==> src/rtl/hazard_bubble_ctrl_if.sv <==
// Handshake bundle between the control decoder / hazard sources and the
// ID/EX control register. The master modport drives the decoder and pipeline
// inputs. The slave modport is the controller side: it receives ctrl_in,
// register specifiers, load/branch flags, flush and mc_start/mc_len, and it
// returns ctrl_out, pc_write, ifid_write, bubble and busy. It also returns
// bubble_count when PERF_CNT_EN is defined.
interface hazard_bubble_ctrl_if #(
    parameter int CTRL_W = 21,
    parameter int REG_W  = 5,
    parameter int LEN_W  = 4
`ifdef PERF_CNT_EN
    ,
    parameter int CNT_W  = 16
`endif
);
    logic [CTRL_W-1:0] ctrl_in;
    logic [REG_W-1:0]  id_rs;
    logic [REG_W-1:0]  id_rt;
    logic              id_uses_rt;
    logic              id_branch;
    logic              ex_memread;
    logic              ex_regwrite;
    logic [REG_W-1:0]  ex_rd;
    logic              mem_memread;
    logic [REG_W-1:0]  mem_rd;
    logic              flush;
    logic              mc_start;
    logic [LEN_W-1:0]  mc_len;
    logic [CTRL_W-1:0] ctrl_out;
    logic              pc_write;
    logic              ifid_write;
    logic              bubble;
    logic              busy;
`ifdef PERF_CNT_EN
    logic [CNT_W-1:0]  bubble_count;
`endif

    modport master (
        output ctrl_in, id_rs, id_rt, id_uses_rt, id_branch,
        output ex_memread, ex_regwrite, ex_rd,
        output mem_memread, mem_rd, flush, mc_start, mc_len,
`ifdef PERF_CNT_EN
        input  bubble_count,
`endif
        input  ctrl_out, pc_write, ifid_write, bubble, busy
    );

    modport slave (
        input  ctrl_in, id_rs, id_rt, id_uses_rt, id_branch,
        input  ex_memread, ex_regwrite, ex_rd,
        input  mem_memread, mem_rd, flush, mc_start, mc_len,
`ifdef PERF_CNT_EN
        output bubble_count,
`endif
        output ctrl_out, pc_write, ifid_write, bubble, busy
    );
endinterface

==> src/rtl/hazard_bubble_ctrl.sv <==
// This is the ID/EX control-bundle register. It adds load-use and
// branch-in-ID hazard bubbles, flush, and a RUN/HOLD freeze for
// long-latency EX ops.
// The plain ports are Clk and Rst (synchronous, active-high). All other
// signals go through hazard_bubble_ctrl_if.slave: ctrl_out is registered,
// while pc_write, ifid_write, bubble and busy are combinational.
// Defining the PERF_CNT_EN macro builds a saturating bubble counter
// and drives it on bubble_count.
module hazard_bubble_ctrl #(
    parameter int CTRL_W = 21,
    parameter int REG_W  = 5,
    parameter int LEN_W  = 4
`ifdef PERF_CNT_EN
    ,
    parameter int CNT_W  = 16
`endif
) (
    input  logic                  Clk,
    input  logic                  Rst,
    hazard_bubble_ctrl_if.slave   bus
);

    typedef enum logic {RUN, HOLD} state_t;

    state_t            state_q, state_d;
    logic [LEN_W-1:0]  cnt_q, cnt_d;
    logic [CTRL_W-1:0] ctrl_q, ctrl_d;

    logic lu, br_ex, br_mem, haz;
    logic pc_write, ifid_write, bubble, busy;

    // r0 is hard-wired zero, so it never creates a dependency.
    function automatic logic match(
        input logic [REG_W-1:0] r,
        input logic [REG_W-1:0] rs,
        input logic [REG_W-1:0] rt,
        input logic             uses_rt
    );
        return (r != '0) && ((r == rs) || (uses_rt && (r == rt)));
    endfunction

    // A load feeding an ID branch stalls twice: once while the load is in
    // EX (br_ex), then again while it is in MEM (br_mem).
    always_comb begin
        lu     = bus.ex_memread &&
                 match(bus.ex_rd, bus.id_rs, bus.id_rt, bus.id_uses_rt);
        br_ex  = bus.id_branch && bus.ex_regwrite &&
                 match(bus.ex_rd, bus.id_rs, bus.id_rt, bus.id_uses_rt);
        br_mem = bus.id_branch && bus.mem_memread &&
                 match(bus.mem_rd, bus.id_rs, bus.id_rt, bus.id_uses_rt);
        haz    = lu || br_ex || br_mem;
    end

    always_comb begin
        state_d    = state_q;
        cnt_d      = cnt_q;
        ctrl_d     = ctrl_q;
        pc_write   = 1'b0;
        ifid_write = 1'b0;
        bubble     = 1'b0;
        busy       = 1'b0;
        if (Rst) begin
            state_d = RUN;
            cnt_d   = '0;
            ctrl_d  = '0;
        end else if (bus.flush) begin
            // Squash wins over freeze; a concurrent mc_start is dropped.
            state_d    = RUN;
            cnt_d      = '0;
            ctrl_d     = '0;
            pc_write   = 1'b1;
            ifid_write = 1'b1;
        end else if (state_q == HOLD) begin
            busy  = 1'b1;
            cnt_d = cnt_q - LEN_W'(1);
            if (cnt_q <= LEN_W'(1)) begin
                state_d = RUN;
            end
        end else begin
            if (haz) begin
                ctrl_d = '0;
                bubble = 1'b1;
            end else begin
                ctrl_d     = bus.ctrl_in;
                pc_write   = 1'b1;
                ifid_write = 1'b1;
            end
            // The freeze is armed even on a bubble cycle; it starts next cycle.
            if (bus.mc_start && (bus.mc_len != '0)) begin
                state_d = HOLD;
                cnt_d   = bus.mc_len;
            end
        end
    end

    always_ff @(posedge Clk) begin
        if (Rst) begin
            state_q <= RUN;
            cnt_q   <= '0;
            ctrl_q  <= '0;
        end else begin
            state_q <= state_d;
            cnt_q   <= cnt_d;
            ctrl_q  <= ctrl_d;
        end
    end

    assign bus.ctrl_out   = ctrl_q;
    assign bus.pc_write   = pc_write;
    assign bus.ifid_write = ifid_write;
    assign bus.bubble     = bubble;
    assign bus.busy       = busy;

`ifdef PERF_CNT_EN
    logic [CNT_W-1:0] bcnt_q;

    always_ff @(posedge Clk) begin
        if (Rst) begin
            bcnt_q <= '0;
        end else if (bubble && (bcnt_q != '1)) begin
            bcnt_q <= bcnt_q + CNT_W'(1);
        end
    end

    assign bus.bubble_count = bcnt_q;
`endif

endmodule

==> src/flat_wrapper.sv <==
// flat-port wrapper written by rule: the top's interface ports become plain ports
module hazard_bubble_ctrl_flat 
#(
    parameter int CTRL_W = 21,
    parameter int REG_W  = 5,
    parameter int LEN_W  = 4

)
  (Clk, Rst, bus_ctrl_in, bus_id_rs, bus_id_rt, bus_id_uses_rt, bus_id_branch, bus_ex_memread, bus_ex_regwrite, bus_ex_rd, bus_mem_memread, bus_mem_rd, bus_flush, bus_mc_start, bus_mc_len, bus_ctrl_out, bus_pc_write, bus_ifid_write, bus_bubble, bus_busy);
  hazard_bubble_ctrl_if #(.CTRL_W(CTRL_W), .REG_W(REG_W), .LEN_W(LEN_W)) bus_i ();
  input  logic Clk;
  input  logic Rst;
  input wire logic [$bits(bus_i.ctrl_in)-1:0] bus_ctrl_in;
  input wire logic [$bits(bus_i.id_rs)-1:0] bus_id_rs;
  input wire logic [$bits(bus_i.id_rt)-1:0] bus_id_rt;
  input wire logic [$bits(bus_i.id_uses_rt)-1:0] bus_id_uses_rt;
  input wire logic [$bits(bus_i.id_branch)-1:0] bus_id_branch;
  input wire logic [$bits(bus_i.ex_memread)-1:0] bus_ex_memread;
  input wire logic [$bits(bus_i.ex_regwrite)-1:0] bus_ex_regwrite;
  input wire logic [$bits(bus_i.ex_rd)-1:0] bus_ex_rd;
  input wire logic [$bits(bus_i.mem_memread)-1:0] bus_mem_memread;
  input wire logic [$bits(bus_i.mem_rd)-1:0] bus_mem_rd;
  input wire logic [$bits(bus_i.flush)-1:0] bus_flush;
  input wire logic [$bits(bus_i.mc_start)-1:0] bus_mc_start;
  input wire logic [$bits(bus_i.mc_len)-1:0] bus_mc_len;
  output wire logic [$bits(bus_i.ctrl_out)-1:0] bus_ctrl_out;
  output wire logic [$bits(bus_i.pc_write)-1:0] bus_pc_write;
  output wire logic [$bits(bus_i.ifid_write)-1:0] bus_ifid_write;
  output wire logic [$bits(bus_i.bubble)-1:0] bus_bubble;
  output wire logic [$bits(bus_i.busy)-1:0] bus_busy;
  assign bus_i.ctrl_in = bus_ctrl_in;
  assign bus_i.id_rs = bus_id_rs;
  assign bus_i.id_rt = bus_id_rt;
  assign bus_i.id_uses_rt = bus_id_uses_rt;
  assign bus_i.id_branch = bus_id_branch;
  assign bus_i.ex_memread = bus_ex_memread;
  assign bus_i.ex_regwrite = bus_ex_regwrite;
  assign bus_i.ex_rd = bus_ex_rd;
  assign bus_i.mem_memread = bus_mem_memread;
  assign bus_i.mem_rd = bus_mem_rd;
  assign bus_i.flush = bus_flush;
  assign bus_i.mc_start = bus_mc_start;
  assign bus_i.mc_len = bus_mc_len;
  assign bus_ctrl_out = bus_i.ctrl_out;
  assign bus_pc_write = bus_i.pc_write;
  assign bus_ifid_write = bus_i.ifid_write;
  assign bus_bubble = bus_i.bubble;
  assign bus_busy = bus_i.busy;
  hazard_bubble_ctrl #(.CTRL_W(CTRL_W), .REG_W(REG_W), .LEN_W(LEN_W)) u_core (.Clk(Clk), .Rst(Rst), .bus(bus_i));
endmodule
==> config.mk <==
export PLATFORM = sky130hd
export DESIGN_NAME = hazard_bubble_ctrl_flat
export DESIGN_NICKNAME = d
export VERILOG_FILES = /design/src/rtl/hazard_bubble_ctrl_if.sv /design/src/rtl/hazard_bubble_ctrl.sv /design/src/flat_wrapper.sv
export SDC_FILE = /design/constraint.sdc
export NUM_CORES = 1
export LEC_CHECK = 0
export CORE_MARGIN = 2
export CORE_UTILIZATION = 25
export CTS_CLUSTER_DIAMETER = 50
export DETAILED_ROUTE_END_ITERATION = 6
export GPL_ROUTABILITY_DRIVEN = 0
export GPL_TIMING_DRIVEN = 0
export SLEW_MARGIN = 20
export SYNTH_ARGS = -nofsm -noshare
export SYNTH_HDL_FRONTEND = slang
export SYNTH_SLANG_ARGS = --single-unit
==> constraint.sdc <==
create_clock -name Clk -period 2.5 [get_ports Clk]
set_input_delay 0.375 -clock Clk [delete_from_list [all_inputs] [get_ports Clk]]
set_output_delay 0.375 -clock Clk [all_outputs]
set_load 0.005 [all_outputs]
Yosys cells after proc, flatten, opt, wreduce, memory -nomap -nowiden
Index checks and enable logic that the tools add are counted.
Widths: inputs -> output; s select.
{ "classes": {"addsub": 1, "n_lt_le_gt_ge": 1, "eq_ne": 4, "mux": 17, "reduce_logical": 19} }
{ "op_table": {"columns": ["operator", "count"], "rows": [
  ["$mux 21", 1],
  ["$eq 5x5->1", 4],
  ["$mux 1", 14],
  ["$logic_and 1x1->1", 10],
  ["$reduce_bool 5->1", 2],
  ["$mux 4", 2],
  ["$le 4x1->1 const B", 1],
  ["$logic_or 1x1->1", 4],
  ["$reduce_bool 4->1", 1],
  ["$sub 4x1->4 const B", 1],
  ["$reduce_bool 2->1", 1],
  ["$reduce_or 2->1", 1]
]} }
{ "word_totals": {"ff_bits": 26, "output_inout_bits": 25, "wordCells": 45} }

Depth between registers and ports, before layout
Gate-level depths: netlist of run 1.
{ "depth": {"depth_word": 11, "mapped_depth": 7} }

Worst setup path after synthesis of run 1
No wires, ideal clock.
{ "synth_path": {"path_kind": "input port to output port", "from": "input port bus_ex_rd[2]", "to": "output port bus_pc_write", "arrival_time_ns": 1.784, "setup_slack_ns": 0.341, "cell_stages": 7, "path_buffers": 2, "cell_sequence": "xor2_1 -> nor4_2 -> a32oi_1 -> o32a_4 -> buf_6 -> a22o_1 -> buf_4"} }
{ "synth_via": {"elab_chain_len": 11, "elab_cells_between_ends": 14, "cone_classes": "eq/ne (2); mux (4); reduce/logical (8)"} }
{ "synth_lines": {"columns": ["item", "line_no", "text"], "rows": [
  ["start: declaration", "flat_wrapper.sv:20", "input wire logic [$bits(bus_i.ex_rd)-1:0] bus_ex_rd;"],
  ["$eq 5x5->1", "hazard_bubble_ctrl.sv:39", "return (r != '0) && ((r == rs) || (uses_rt && (r == rt)));"],
  ["$logic_and 1x1->1", "hazard_bubble_ctrl.sv:39", null],
  ["$logic_or 1x1->1", "hazard_bubble_ctrl.sv:39", null],
  ["$logic_and 1x1->1 (*)", "hazard_bubble_ctrl.sv:39", null],
  ["$logic_and 1x1->1 (on tied branches)", "hazard_bubble_ctrl.sv:45, hazard_bubble_ctrl.sv:47", null],
  ["$logic_or 1x1->1 (*) (2 in series)", "hazard_bubble_ctrl.sv:51", "haz = lu || br_ex || br_mem;"],
  ["$mux 1 (*) (4 in series)", null, null],
  ["end: declaration", "flat_wrapper.sv:27", "output wire logic [$bits(bus_i.pc_write)-1:0] bus_pc_write;"]
]} }
Mark *: on every way between the ends. The rest lies on a longest branch, timed or not.

Worst setup path in the final report of run 1
{ "layout_path": {"from": "input port bus_mem_rd[3]", "to": "output port bus_pc_write"} }
{ "layout_via": {"elab_chain_len": 10, "elab_cells_between_ends": 12, "cone_classes": "eq/ne (2); mux (4); reduce/logical (6)"} }
{ "layout_lines": {"columns": ["item", "line_no", "text"], "rows": [
  ["start: declaration", "flat_wrapper.sv:22", "input wire logic [$bits(bus_i.mem_rd)-1:0] bus_mem_rd;"],
  ["$eq 5x5->1", "hazard_bubble_ctrl.sv:39", null],
  ["$logic_and 1x1->1", "hazard_bubble_ctrl.sv:39", null],
  ["$logic_or 1x1->1", "hazard_bubble_ctrl.sv:39", null],
  ["$logic_and 1x1->1 (*)", "hazard_bubble_ctrl.sv:39", null],
  ["$logic_and 1x1->1 (*)", "hazard_bubble_ctrl.sv:49", "br_mem = bus.id_branch && bus.mem_memread &&"],
  ["$logic_or 1x1->1 (*)", "hazard_bubble_ctrl.sv:51", null],
  ["$mux 1 (*)", "hazard_bubble_ctrl.sv:80", "if (haz) begin"],
  ["$mux 1 (*)", "hazard_bubble_ctrl.sv:73", "end else if (state_q == HOLD) begin"],
  ["$mux 1 (*)", "hazard_bubble_ctrl.sv:66", "end else if (bus.flush) begin"],
  ["$mux 1 (*)", "hazard_bubble_ctrl.sv:62", "if (Rst) begin"]
]} }
Marks and branches as above.

==> run metrics, run 1 <==
status complete, no violations; routed wire length 3.74 mm; slowest CP cell or4_1; period utilization 0.961; worst-case clock skew 0.00530 ns; mean post-synth cell area 10.1 µm²; post-synthesis mux area share 0; Final Cell Area 2160 µm²; post-synthesis sequential area ratio 0.409; CP cell instances dlygate4sd2_1 > or4_1 > o211ai_1 > o32a_4 > a22o_1 > buf_4 > clkdlybuf4s15_1; Tot Pwr 908 µW; std cell rows 25; Vias/cell 4.69; die area 5670 µm²; Lkg Pwr 0.838 nW; PwrDens 420 nW/µm²; mapped cell area 1270 µm²; largest net degree at the start of global routing 14; CP Launch Type input port; Total Nets Final 266; CTS Buf Count 3; num ports 79; register share of total power 0.489; Post-Synth Adder-Cell Area 0.0197; switching portion of total power 0.246; Pins Over Slew Limit 0; Post-Synth XOR/XNOR Area 0.138; Total GRT Usage 0.132; worst relative slew slack 0.589; main flop type after synthesis dfxtp_1; asr flop ratio synth 0; final hold vios 0; CTS tree built; commonest non-fill, non-tap cells in the layout clkdlybuf4s50_1, dfxtp_1, a32o_1; DIE WIDTH 75.3 µm; Worst Tran Pin Value 0.609 ns; share of layout cells above drive strength 1 0.125; post-synthesis simple-gate area fraction 0.121; hold_ws 0.470 ns; area post-placement 2140 µm²; min cycle time layout 2.40 ns; Post-synth EDFFs 0; clk slew on worst S/H paths 0.09 ns; yosys warns 0; crit-path max cell delay 0.50 ns; via total after detailed routing 1290; flops & latches, synth 26; total congestion overflow 0; number of max-cap violations 0; drt initial violations 54; P_sw 223 µW; Clk Latency, worst-skew pair 0.27 ns; clock share of power 0.255; TritonRoute pass-1 iters 4; largest family of logic cells by synthesized area compound AO/OA/AOI/OAI gates; VDD IR max 0.000205 V; DPL Wire Length 2.85 mm; Worst EP arrival 2.03 ns; Root Driver clkbuf_8; CP required 2.12 ns; Die Y 75.3 µm; PortBufs 78; worst min-delay path class register to register; Ant. Diodes 0; count of final setup violators 0; Max Fclk 416 MHz; WL/cell 13.6 µm; Post-DRT Antenna Nets 0; core footprint 4820 µm²; initial antenna violation count 0; TritonCTS Sinks 26; CP Capture Type primary output; worst-case clock buffer depth 2; Syn Nets 182; first-pass GRT wire length 5.67 mm; Compound-Gate Fraction of Synth Area 0.256; Remaining DRCs 0; RSZ-0062 raised after global routing false; Internal 685 µW; Yosys cell types 30; Post-CTS Hold Buffers 0; initial cell density of the core 0.264; fill count 504; Mapped Cells 126; Comb power frac 0.256; H-tree depth 1; vias in the first global route 1215; Layout area overhead 70.1%; worst-path fanout max 3; commonest non-fill, non-tap cell in the layout clkdlybuf4s50_1; Critical Setup Path Class input port to primary output
## critical path, delay by kind of cell
family | cells | cell delay [ns]
AO/OA/AOI/OAI | 3 | 0.59
AND/OR/NAND/NOR | 1 | 0.50
buffers and inverters | 3 | 0.55
## synth_stat cells, types with 2 or more instances
cell,instances,area share
a211oi_1,3,0.018
nor2_1,11,0.032
xnor2_1,2,0.014
ha_1,2,0.020
and3_1,2,0.0098
a32oi_1,2,0.014
xor2_1,18,0.12
buf_6,2,0.018
inv_1,5,0.015
a32o_1,21,0.17
clkbuf_1,6,0.018
nand2_1,5,0.015
nor4_1,2,0.0098
dfxtp_1,26,0.41
nor3_1,4,0.016
## metrics by stage
step	instances	setup slack [ns]	utilization	setup TNS (ns)
6_report	275	0.0971	0.449	0
3_5_place_dp	271	-0.728	0.443	-2.46
2_1_floorplan	126	0.341	-	0
3_3_place_gp	271	-0.736	0.443	-2.52
4_1_cts	275	-0.0677	0.454	-0.0677
5_1_grt	275	0.0108	0.449	0
## cell families (layout without fill, tap and decap cells)
group | Yosys count | in the layout
simple gates | 30 | 30
compound gates | 34 | 34
flops | 26 | 26
xor+xnor | 20 | 20
buf+inv | 14 | 96
fa+ha+maj | 2 | 2
## state kept, by name, summed over array words and instances (netlist names)
register	flops
u_core.bus.ctrl_out	21
u_core.state_q	1
u_core.cnt_q	4
## final cells by class
type | instances | area [µm²] | share of cell area
timing repair buffer | 81 | 763 | 0.353
multi-input combinational | 86 | 693 | 0.321
sequential | 26 | 520 | 0.241
tap | 67 | 83.8 | 0.0388
clock buffer | 3 | 41.3 | 0.0191
buffer | 7 | 41.3 | 0.0191
inverter | 5 | 18.8 | 0.00868
## path summary, 6_finish.rpt
| kind | start | to | slack, ns | cells past startpoint |
|---|---|---|---|---|
| worst min register to register | u_core.bus.ctrl_out[3] | u_core.bus.ctrl_out[3] | 0.47 | 1 |
| worst max register to register | u_core.state_q | u_core.bus.ctrl_out[8] | 0.89 | 6 |
| worst min-delay path | u_core.bus.ctrl_out[3] | u_core.bus.ctrl_out[3] | 0.47 | 1 |
| worst max-delay path | bus_mem_rd[3] | bus_pc_write | 0.1 | 7 |
## power by group through the flow
| stage | clock [mW] | sequential [mW] | combinational (mW) |
|---|---|---|---|
| after floorplan | 0 | 0.455 | 0.0870 |
| after global placement | 0 | 0.454 | 0.242 |
| after detailed placement | 0 | 0.455 | 0.242 |
| after CTS | 0.242 | 0.445 | 0.235 |
| after global routing | 0.262 | 0.448 | 0.253 |
| final | 0.231 | 0.445 | 0.232 |
## what timing repair did
action | CTS | global route
endpoints found under the hold margin | 0 | 0
pin swaps | 8 | 7
resized for setup | 34 | 20
buffers inserted | 3 | 0
gates cloned | 0 | 0
endpoints found under the setup margin | 4 | 3
## per-layer routing
metal  part of all wire  GRT usage
met1               0.45      0.168
met2               0.47      0.215
met3              0.068     0.0357
met4              0.011     0.0468
met5                  0          0
Power figures use the tool's default switching activity.
==> inputs of run 2 (changes only) <==
CTS_CLUSTER_SIZE = 30   (was default)
==> results of run 2 <==
Final layout, timing and power as in run 1 (identical DEF).
==> inputs of run 3 (changes only) <==
clock period = 2.55 ns   (was 2.5 ns; I/O delays follow)
==> run metrics, run 3 (same netlist as run 1, synthesis figures left out) <==
status complete, no violations; slowest CP cell nor4_2; Internal 672 µW (-2.0%); crit-path leading delay family compound AO/OA/AOI/OAI gates; Layout area overhead 70.5%; VDD IR max 0.000201 V (-2.0%); Worst Tran Pin Value 0.609 ns (unchanged); CP Depth 8 (+1); TritonRoute pass-1 iters 4 (unchanged); std cell rows 25 (unchanged); H-tree depth 1 (unchanged); core footprint 4820 µm² (unchanged); RSZ-0062 raised after global routing false; Ant. Diodes 0 (unchanged); Worst R2R Path Depth 6 (unchanged); commonest non-fill, non-tap cells in the layout clkdlybuf4s50_1, dfxtp_1, a32o_1; Lkg Pwr 0.846 nW (+0.91%); share of layout cells above drive strength 1 0.120 (-0.00481); CP Launch Type input port; routed wire length 3.73 mm (about the same); initial cell density of the core 0.264 (unchanged); number of max-cap violations 0 (unchanged); final core occ 0.450 (+0.00104); die area 5670 µm² (unchanged); worst-case clock buffer depth 2 (unchanged); commonest non-fill, non-tap cell in the layout clkdlybuf4s50_1; final hold vios 0 (unchanged); DPL Wire Length 2.85 mm (unchanged); Comb power frac 0.256 (about the same); Remaining DRCs 0 (unchanged); min cycle time layout 2.48 ns; CTS tree built; drt initial violations 55 (+1.9%); WL/cell 13.6 µm (about the same); CP Capture Type primary output; TritonCTS Sinks 26 (unchanged); Clk Latency, worst-skew pair 0.27 ns (about the same); RR Startpoint u_core.state_q; FF-to-FF setup slack 0.94 ns (+0.05 ns); PwrDens 411 nW/µm² (-2.2%); largest net degree at the start of global routing 14 (unchanged); max FFs per register 21 (unchanged); worst min-delay path class register to register; worst relative slew slack 0.589 (unchanged); via total after detailed routing 1289 (-0.078%); num ports 79 (unchanged); worst-case clock skew 0.00530 ns (unchanged); Vias/cell 4.69 (about the same); CP bufs+invs 3 (unchanged); worst slack, placed -0.693 ns (+0.0350 ns); total congestion overflow 0 (unchanged); setup ws final 0.0664 ns (-0.0308 ns); CP required 2.17 ns (+0.05 ns); Root Driver clkbuf_8; P_sw 218 µW (-2.1%); Post-DRT Antenna Nets 0 (unchanged); Post-CTS Hold Buffers 0 (unchanged); PortBufs 78 (unchanged); worst-path fanout max 3 (unchanged); clock share of power 0.255 (about the same); crit-path max cell delay 0.33 ns (-0.17 ns); Max Fclk 403 MHz; Total GRT Usage 0.132 (unchanged); Critical Setup Path Class input port to primary output; first-pass GRT wire length 5.67 mm (unchanged); Critical Path Start bus_mem_rd[0]; initial antenna violation count 0 (unchanged); Die Y 75.3 µm (unchanged); switching portion of total power 0.245 (about the same); count of final setup violators 0 (unchanged); vias in the first global route 1215 (unchanged); clk slew on worst S/H paths 0.09 ns (about the same); R2R Path End u_core.bus.ctrl_out[8]; CP cell instances clkdlybuf4s15_1 > xor2_1 > nor4_2 > a32oi_1 > o32a_4 > a22o_1 > buf_4 > dlygate4sd2_1; Pins Over Slew Limit 0 (unchanged); Worst EP arrival 2.10 ns (+0.07 ns); register share of total power 0.490 (about the same); Total Nets Final 266 (unchanged); DIE WIDTH 75.3 µm (unchanged); CTS Buf Count 3 (unchanged); fill count 505 (+0.20%); period utilization 0.974; Setup crit end bus_pc_write
## run 3: how the worst min path moves through the flow
stage / start / endpoint / slack [ns] / cells after the start
after floorplan: u_core.cnt_q[2] / u_core.cnt_q[2] / 0.46 / 2
after CTS: u_core.bus.ctrl_out[3] / u_core.bus.ctrl_out[3] / 0.47 / 1
after global routing: u_core.bus.ctrl_out[15] / u_core.bus.ctrl_out[15] / 0.49 / 1
after global placement: u_core.bus.ctrl_out[18] / u_core.bus.ctrl_out[18] / 0.45 / 1
after detailed placement: u_core.bus.ctrl_out[3] / u_core.bus.ctrl_out[3] / 0.45 / 1
final: u_core.bus.ctrl_out[3] / u_core.bus.ctrl_out[3] / 0.47 / 1
## run 3: what timing repair did
action | CTS | global route
resized for setup | 33 | 18
buffers inserted | 3 | 0
setup endpoints to repair | 4 | 3
pin swaps | 8 | 8
## run 3: area by class of cell
class / count / area (µm²) / area share
multi-input cells: 86 / 691 / 0.319
plain buffers: 7 / 41.3 / 0.0191
inverters: 5 / 18.8 / 0.00866
repair buffers: 81 / 771 / 0.356
flip-flops and latches: 26 / 520 / 0.240
clock buffers: 3 / 41.3 / 0.0191
well taps: 67 / 83.8 / 0.0387
## run 3: worst reg2reg max path, delay by kind of cell (launching register included)
kind	cells	cell delay (ns)
AND/OR/NAND/NOR	1	0.12
AO/OA/AOI/OAI	1	0.19
buffers and inverters	4	0.95
flip-flops	1	0.31
## run 3: power groups by stage
stage	Combinational [mW]	Sequential, mW	Clock (mW)
final	0.228	0.436	0.227
after global routing	0.248	0.439	0.257
after CTS	0.231	0.436	0.237
after detailed placement	0.237	0.446	0
after global placement	0.237	0.445	0
after floorplan	0.0853	0.446	0
## run 3: through the flow
step	TNS (ns)	power [mW]	hold WS [ns]	instance area (µm²)	instances
after floorplan	0	0.532	0.459	1270	126
after global placement	-2.38	0.682	0.447	2140	271
after detailed placement	-2.32	0.683	0.453	2140	271
after CTS	-0.0393	0.904	0.474	2190	275
after global routing	0	0.944	0.491	2170	275
final	0	0.890	0.470	2170	275
## run 3: metal layers
| layer | wire (µm) | up-vias | global-route usage |
|---|---|---|---|
| met5 | 0 | - | 0 |
| met4 | 42 | 0 | 0.0468 |
| met3 | 255 | 4 | 0.0357 |
| met2 | 1770 | 45 | 0.215 |
| met1 | 1660 | 600 | 0.168 |
| li1 | - | 640 | - |
